## src/rtl/present_pkg.sv

```systemverilog
// ==== present_pkg : PRESENT-80 key-schedule widths, S-boxes and key-register state codes ====
// rev 1.0
`default_nettype none

package present_pkg;

    localparam int KEY_W = 80;
    localparam int RC_W  = 5;
    localparam int RK_W  = 64;

    localparam logic [1:0] ST_IDLE = 2'd0;
    localparam logic [1:0] ST_PRE  = 2'd1;
    localparam logic [1:0] ST_RUN  = 2'd2;

    function automatic logic [3:0] sbox(input logic [3:0] x);
        logic [3:0] y;
        case (x)
            4'h0: y = 4'hC;  4'h1: y = 4'h5;  4'h2: y = 4'h6;  4'h3: y = 4'hB;
            4'h4: y = 4'h9;  4'h5: y = 4'h0;  4'h6: y = 4'hA;  4'h7: y = 4'hD;
            4'h8: y = 4'h3;  4'h9: y = 4'hE;  4'hA: y = 4'hF;  4'hB: y = 4'h8;
            4'hC: y = 4'h4;  4'hD: y = 4'h7;  4'hE: y = 4'h1;  default: y = 4'h2;
        endcase
        return y;
    endfunction

    function automatic logic [3:0] sbox_inv(input logic [3:0] x);
        logic [3:0] y;
        case (x)
            4'h0: y = 4'h5;  4'h1: y = 4'hE;  4'h2: y = 4'hF;  4'h3: y = 4'h8;
            4'h4: y = 4'hC;  4'h5: y = 4'h1;  4'h6: y = 4'h2;  4'h7: y = 4'hD;
            4'h8: y = 4'hB;  4'h9: y = 4'h4;  4'hA: y = 4'h6;  4'hB: y = 4'h3;
            4'hC: y = 4'h0;  4'hD: y = 4'h7;  4'hE: y = 4'h9;  default: y = 4'hA;
        endcase
        return y;
    endfunction

endpackage

`default_nettype wire

```

## src/rtl/kreg_inv_if.sv

```systemverilog
// ==== kreg_inv_if : control/key bus of the decryption key register (ldl with KREG_INV_DIRECT_EN) ====
// rev 1.0
`default_nettype none

interface kreg_inv_if;
    logic                          sta;
    logic [0:present_pkg::KEY_W-1] inp;
    logic                          act;
`ifdef KREG_INV_DIRECT_EN
    logic                          ldl;
`endif
    logic [0:present_pkg::KEY_W-1] out;
    logic [0:present_pkg::RC_W-1]  rnd;
    logic                          rdy;
    logic                          bsy;

`ifdef KREG_INV_DIRECT_EN
    modport master (output sta, inp, act, ldl, input out, rnd, rdy, bsy);
    modport slave  (input sta, inp, act, ldl, output out, rnd, rdy, bsy);
`else
    modport master (output sta, inp, act, input out, rnd, rdy, bsy);
    modport slave  (input sta, inp, act, output out, rnd, rdy, bsy);
`endif
endinterface

`default_nettype wire

```

## src/rtl/kreg_inv_kupd.sv

```systemverilog
// ==== kreg_inv_kupd : combinational PRESENT-80 key update, forward F (i_inv=0) or inverse G (i_inv=1) ====
// rev 1.0
`default_nettype none

module kreg_inv_kupd
    import present_pkg::*;
(
    input  logic [KEY_W-1:0] i_key,
    input  logic [RC_W-1:0]  i_rc,
    input  logic             i_inv,
    output logic [KEY_W-1:0] o_key
);

    logic [KEY_W-1:0] w_pre;
    logic [KEY_W-1:0] w_mid;
    logic [3:0]       w_nib;

    // Nibble 79..76 and counter field 19..15 are disjoint, so one substitution stage serves both directions
    always_comb begin
        w_pre = i_inv ? i_key : {i_key[18:0], i_key[79:19]};
        w_nib = i_inv ? sbox_inv(w_pre[79:76]) : sbox(w_pre[79:76]);
        w_mid = {w_nib, w_pre[75:20], w_pre[19:15] ^ i_rc, w_pre[14:0]};
        o_key = i_inv ? {w_mid[60:0], w_mid[79:61]} : w_mid;
    end

endmodule

`default_nettype wire

```

## src/rtl/kreg_inv.sv

```systemverilog
// ==== kreg_inv : PRESENT-80 decryption key register, round keys RK32..RK1 (KREG_INV_DIRECT_EN: direct K_last load) ====
// rev 1.0
`default_nettype none

module kreg_inv
    import present_pkg::*;
#(
    parameter int ROUNDS = 31
)(
    input  wire logic  ck,
    input  wire logic  rst,
    kreg_inv_if.slave  bus
);

    localparam logic [RC_W-1:0] C_ROUNDS = RC_W'(ROUNDS);

    logic [KEY_W-1:0] r_key;
    logic [RC_W-1:0]  r_rnd;
    logic [1:0]       r_state;
    logic             r_rdy;
    logic             r_bsy;
    logic [KEY_W-1:0] w_upd;
    logic             w_direct;

`ifdef KREG_INV_DIRECT_EN
    assign w_direct = bus.ldl;
`else
    assign w_direct = 1'b0;
`endif

    kreg_inv_kupd u_kupd (
        .i_key (r_key),
        .i_rc  (r_rnd),
        .i_inv (r_state == ST_RUN),
        .o_key (w_upd)
    );

    always_ff @(posedge ck or posedge rst) begin
        if (rst) begin
            r_key   <= '0;
            r_rnd   <= '0;
            r_state <= ST_IDLE;
            r_rdy   <= 1'b0;
            r_bsy   <= 1'b0;
        end else if (bus.sta) begin
            r_key <= bus.inp;
            if (w_direct) begin
                r_rnd   <= C_ROUNDS;
                r_state <= ST_RUN;
                r_rdy   <= 1'b1;
                r_bsy   <= 1'b0;
            end else begin
                r_rnd   <= RC_W'(1);
                r_state <= ST_PRE;
                r_rdy   <= 1'b0;
                r_bsy   <= 1'b1;
            end
        end else begin
            case (r_state)
                ST_PRE: begin
                    r_key <= w_upd;
                    if (r_rnd < C_ROUNDS) begin
                        r_rnd <= r_rnd + RC_W'(1);
                    end else begin
                        r_state <= ST_RUN;
                        r_rdy   <= 1'b1;
                        r_bsy   <= 1'b0;
                    end
                end
                ST_RUN: begin
                    // rnd=0 means out already holds K1; further steps are dropped
                    if (bus.act && (r_rnd != '0)) begin
                        r_key <= w_upd;
                        r_rnd <= r_rnd - RC_W'(1);
                    end
                end
                default: ;
            endcase
        end
    end

    assign bus.out = r_key;
    assign bus.rnd = r_rnd;
    assign bus.rdy = r_rdy;
    assign bus.bsy = r_bsy;

endmodule

`default_nettype wire

```

## src/flat_wrapper.sv

```systemverilog
// flat-port wrapper written by rule: the top's interface ports become plain ports
module kreg_inv_flat import present_pkg::*;
#(
    parameter int ROUNDS = 31
)
  (ck, rst, bus_sta, bus_inp, bus_act, bus_out, bus_rnd, bus_rdy, bus_bsy);
  kreg_inv_if bus_i ();
  input  wire logic ck;
  input  wire logic rst;
  input wire logic [$bits(bus_i.sta)-1:0] bus_sta;
  input wire logic [$bits(bus_i.inp)-1:0] bus_inp;
  input wire logic [$bits(bus_i.act)-1:0] bus_act;
  output wire logic [$bits(bus_i.out)-1:0] bus_out;
  output wire logic [$bits(bus_i.rnd)-1:0] bus_rnd;
  output wire logic [$bits(bus_i.rdy)-1:0] bus_rdy;
  output wire logic [$bits(bus_i.bsy)-1:0] bus_bsy;
  assign bus_i.sta = bus_sta;
  assign bus_i.inp = bus_inp;
  assign bus_i.act = bus_act;
  assign bus_out = bus_i.out;
  assign bus_rnd = bus_i.rnd;
  assign bus_rdy = bus_i.rdy;
  assign bus_bsy = bus_i.bsy;
  kreg_inv #(.ROUNDS(ROUNDS)) u_core (.ck(ck), .rst(rst), .bus(bus_i));
endmodule
```

## config.mk

```make
export PLATFORM = sky130hd
export DESIGN_NAME = kreg_inv_flat
export DESIGN_NICKNAME = d
export VERILOG_FILES = /design/src/rtl/present_pkg.sv /design/src/rtl/kreg_inv_if.sv /design/src/rtl/kreg_inv_kupd.sv /design/src/rtl/kreg_inv.sv /design/src/flat_wrapper.sv
export SDC_FILE = /design/constraint.sdc
export NUM_CORES = 1
export LEC_CHECK = 0
export BUFFER_PORTS_ARGS = -buffer_cell sky130_fd_sc_hd__buf_2
export CAP_MARGIN = 20
export CORE_AREA = 2 2 101 103
export DETAILED_ROUTE_END_ITERATION = 8
export DIE_AREA = 0 0 103 105
export GPL_TIMING_DRIVEN = 0
export HOLD_SLACK_MARGIN = 0.1
export PLACE_DENSITY = 0.93
export SLEW_MARGIN = 20
export SYNTH_ARGS = -nofsm -noshare
export SYNTH_HDL_FRONTEND = slang
export SYNTH_SLANG_ARGS = --single-unit
```

## constraint.sdc

```tcl
create_clock -name ck -period 5 [get_ports ck]
set_input_delay 1 -clock ck [delete_from_list [all_inputs] [get_ports ck]]
set_output_delay 1 -clock ck [all_outputs]
set_load 0.02 [all_outputs]
```

==> key figures <==
Synth
  • Netlist Area Pre-Place: 0.00531 mm²
  • Multiplexer area fraction after synthesis: 2.38%
  • Post-Synthesis Cells: 710
  • EDFF count, synth: 0
  • #FFs+latches synth: 87
  • Area share of fa/ha/maj cells after synthesis: 2.12%
  • Synth Area in XOR/XNOR: 2.31%
  • Largest family of logic cells by synthesized area: compound AO/OA/AOI/OAI gates
  • Synth Area in Compound Gates: 27.0%
  • YS warnings: 0
  • Prevailing post-synth register cell: dfrtp_1
  • Sequential share of the synthesized area: 41.0%
  • Post-synth net total: 803
  • Synth unique cells: 43
  • Fraction of registers with async set/reset: 100%
  • Synth Area in Simple Gates: 18.6%
  • Syn_area_per_cell: 7.48 µm²

Routing
  • Antenna Nets Post-Route: 0
  • Routed WL per cell: 19.4 µm
  • Drt initial violations: 964
  • Final wirelength: 20.0 mm
  • DRC viols: 0
  • Vias: 6384
  • DRT Pass-1 Iters: 9
  • Number of vias per cell: 6.20

Floorplan
  • Die Wd: 103 µm
  • Core Rows: 36
  • Core Region: 0.00964 mm²
  • Initial core utilization: 55.1%
  • Top Ports: 171
  • Die area: 0.0108 mm²
  • Die H: 105 µm

Clock tree
  • CTS tree: done
  • Post-CTS Resized: 0
  • Clock Latency Late Sink: 0.38 ns
  • Clock slew at reported path FFs: 0.10 ns
  • Clock Path Buffers: 2
  • CTS Buf Count: 9
  • Cts hold-fix bufs: 0
  • CTS sink count: 87
  • # Post-CTS Setup Buffers: 0
  • H-Tree Depth: 3
  • Root Buffer: clkbuf_8

Global route
  • Number of global-route vias before repair: 5920
  • All-layer global routing usage: 36.8%
  • First-pass GRT wire length: 30.7 mm
  • Gr ovfl total: 0
  • Antenna violations before repair: 0
  • Largest net degree at the start of global routing: 45

Power and ir drop
  • Total Power: 1.89 mW
  • Maximum VDD drop: 0.191 mV
  • P_leak: 3.03 nW
  • Pwr/cell area: 288 mW/mm²

Critical path
  • Setup CP Type: reg2reg
  • Nature of the critical path endpoint: flip-flop
  • Max Fanout on Critical Path: 10
  • Worst setup SP type: flip-flop
  • Crit path arrival time: 3.77 ns
  • Critical Path RT: 5.31 ns

Cells and area
  • Reg area: 0.00218 mm²
  • P&R area growth vs syn: 23.5%
  • Area occupied by multi-input gates: 0.00279 mm²
  • Final net count: 984
  • Ratio of cells with drive above 1 in the final layout: 24.2%
  • ANT cells: 0
  • Fillcell total: 856

Status
  • Status: finished clean

STA
  • Hold WS: 0.540 ns
  • Fin. Hold Viols: 0
  • Fmax achieved: 0.289 GHz
  • Worst-Margin Slew: 0.696 ns
  • TNS Setup: 0 ns
  • Fin crit period: 3.46 ns
  • Final period util: 69.1%
  • Rel. slew slack: 53.6%
  • RSZ-0062 raised after global routing: no
  • Slew Limit Fails: 0
  • Final clock skew: 0.00992 ns
  • Final setup fails: 0

Run
  • Max Cap Viol: 0

Placed design
  • Routability cong.: 0.975
  • Hpwl dp: 14.4 mm
  • Port Buf Inserts: 169

Worst hold path
  • Hold Path Class: reg2reg
cells in the mapped netlist, drive strengths merged (2+ instances only):
library cell,instances,area [µm²]
nand2,207,777
a21oi,161,806
dfrtp,87,2180
o21ai,72,383
clkbuf,40,154
nor2,32,120
buf,21,153
a211oi,14,105
xnor2,11,96.3
inv,10,37.5
ha,9,113
mux2i,7,70.1
nand3,3,15.0
or3,3,18.8
xor2,3,26.3
a21o,2,15.0
a221o,2,20.0
a221oi,2,17.5
a22o,2,17.5
a31oi,2,12.5
mux4,2,45.0
nand2b,2,12.5
nor2b,2,12.5
nor3,2,10.0
o211ai,2,20.0
registers in the layout (all words and copies together) (netlist names):
register,flops
u_core.bus.out,80
u_core.bus.rnd,5
u_core.bus.rdy,1
u_core.r_state,1
worst max-delay path, cell delays in order (launching register included):
cell and delay [ns]:
dfrtp_1 0.42, nand2b_1 0.15, buf_2 0.16, clkinv_1 0.14, buf_2 0.30, buf_1 0.44
nand2_1 0.10, nand2_1 0.15, inv_1 0.12, ha_1 0.35, a211oi_1 0.26, a211oi_1 0.08
a2111oi_0 0.54, a221o_1 0.18
cells in the final DEF (no fill, tap or decap), drive strengths merged, types with 3 or more instances in the layout:
cell,instances
nand2,207
buf,191
a21oi,161
dfrtp,87
o21ai,72
clkbuf,49
nor2,32
a211oi,14
inv,13
xnor2,11
ha,9
mux2i,7
or3,3
nand3,3
xor2,3
clkinv,3
through the flow:
stage          instance area [µm²]  instances  util [%]  setup WS, ns
2_1_floorplan                 5310        710         -          1.75
6_report                      6560       1029      68.0          1.54
3_5_place_dp                  6350       1013      65.9          1.72
5_1_grt                       6560       1029      68.0          1.34
3_3_place_gp                  6320       1012      65.6         0.680
4_1_cts                       6560       1029      68.0          1.67
per-layer routing:
metal	up-vias	global-route usage, %	routed length, µm
met5	-	0	0
met4	0	14.7	800
met3	89	7.76	2740
met1	2913	51.5	7450
met2	612	55.5	9010
li1	2770	-	-
cell families (layout without fill, tap and decap cells):
logic type               count (synthesis)  after routing
AND/OR/NAND/NOR                        254            254
XOR/XNOR                                14             14
multiplexers                            10             10
flip-flops                              87             87
AO/OA/AOI/OAI                          264            264
adder cells (fa/ha/maj)                  9              9
buffers and inverters                   72            258
path summary, 6_finish.rpt:
| check | from | to | slack, ns | cells after the start |
|---|---|---|---|---|
| setup / recovery | u_core.r_state[0] | u_core.bus.out[64] | 1.54 | 13 |
| hold / removal | u_core.bus.out[15] | u_core.bus.out[15] | 0.54 | 2 |
| setup reg to reg | u_core.r_state[0] | u_core.bus.out[64] | 1.54 | 13 |
| hold reg to reg | u_core.bus.out[15] | u_core.bus.out[15] | 0.54 | 2 |
| max in group asynchronous | rst | u_core.bus.out[8] | 3.69 | 3 |
| min in group asynchronous | rst | u_core.bus.out[39] | 0.68 | 2 |
power breakdown:
group          leakage (nW)  internal, mW  switching [mW]
logic                  1.87         0.187           0.308
registers              1.06         0.771          0.0949
clock network         0.102         0.238           0.291
cell type report:
cell class | count | area share, %
Timing Repair Buffer | 170 | 13.3
Clock buffer | 9 | 1.89
Buffer | 61 | 4.67
Inverter | 11 | 0.668
Multi-Input combinational cell | 551 | 42.5
Tap cell | 133 | 2.54
Clock inverter | 7 | 1.22
Sequential cell | 87 | 33.2
No activity file was read; power rests on OpenSTA's default activity.
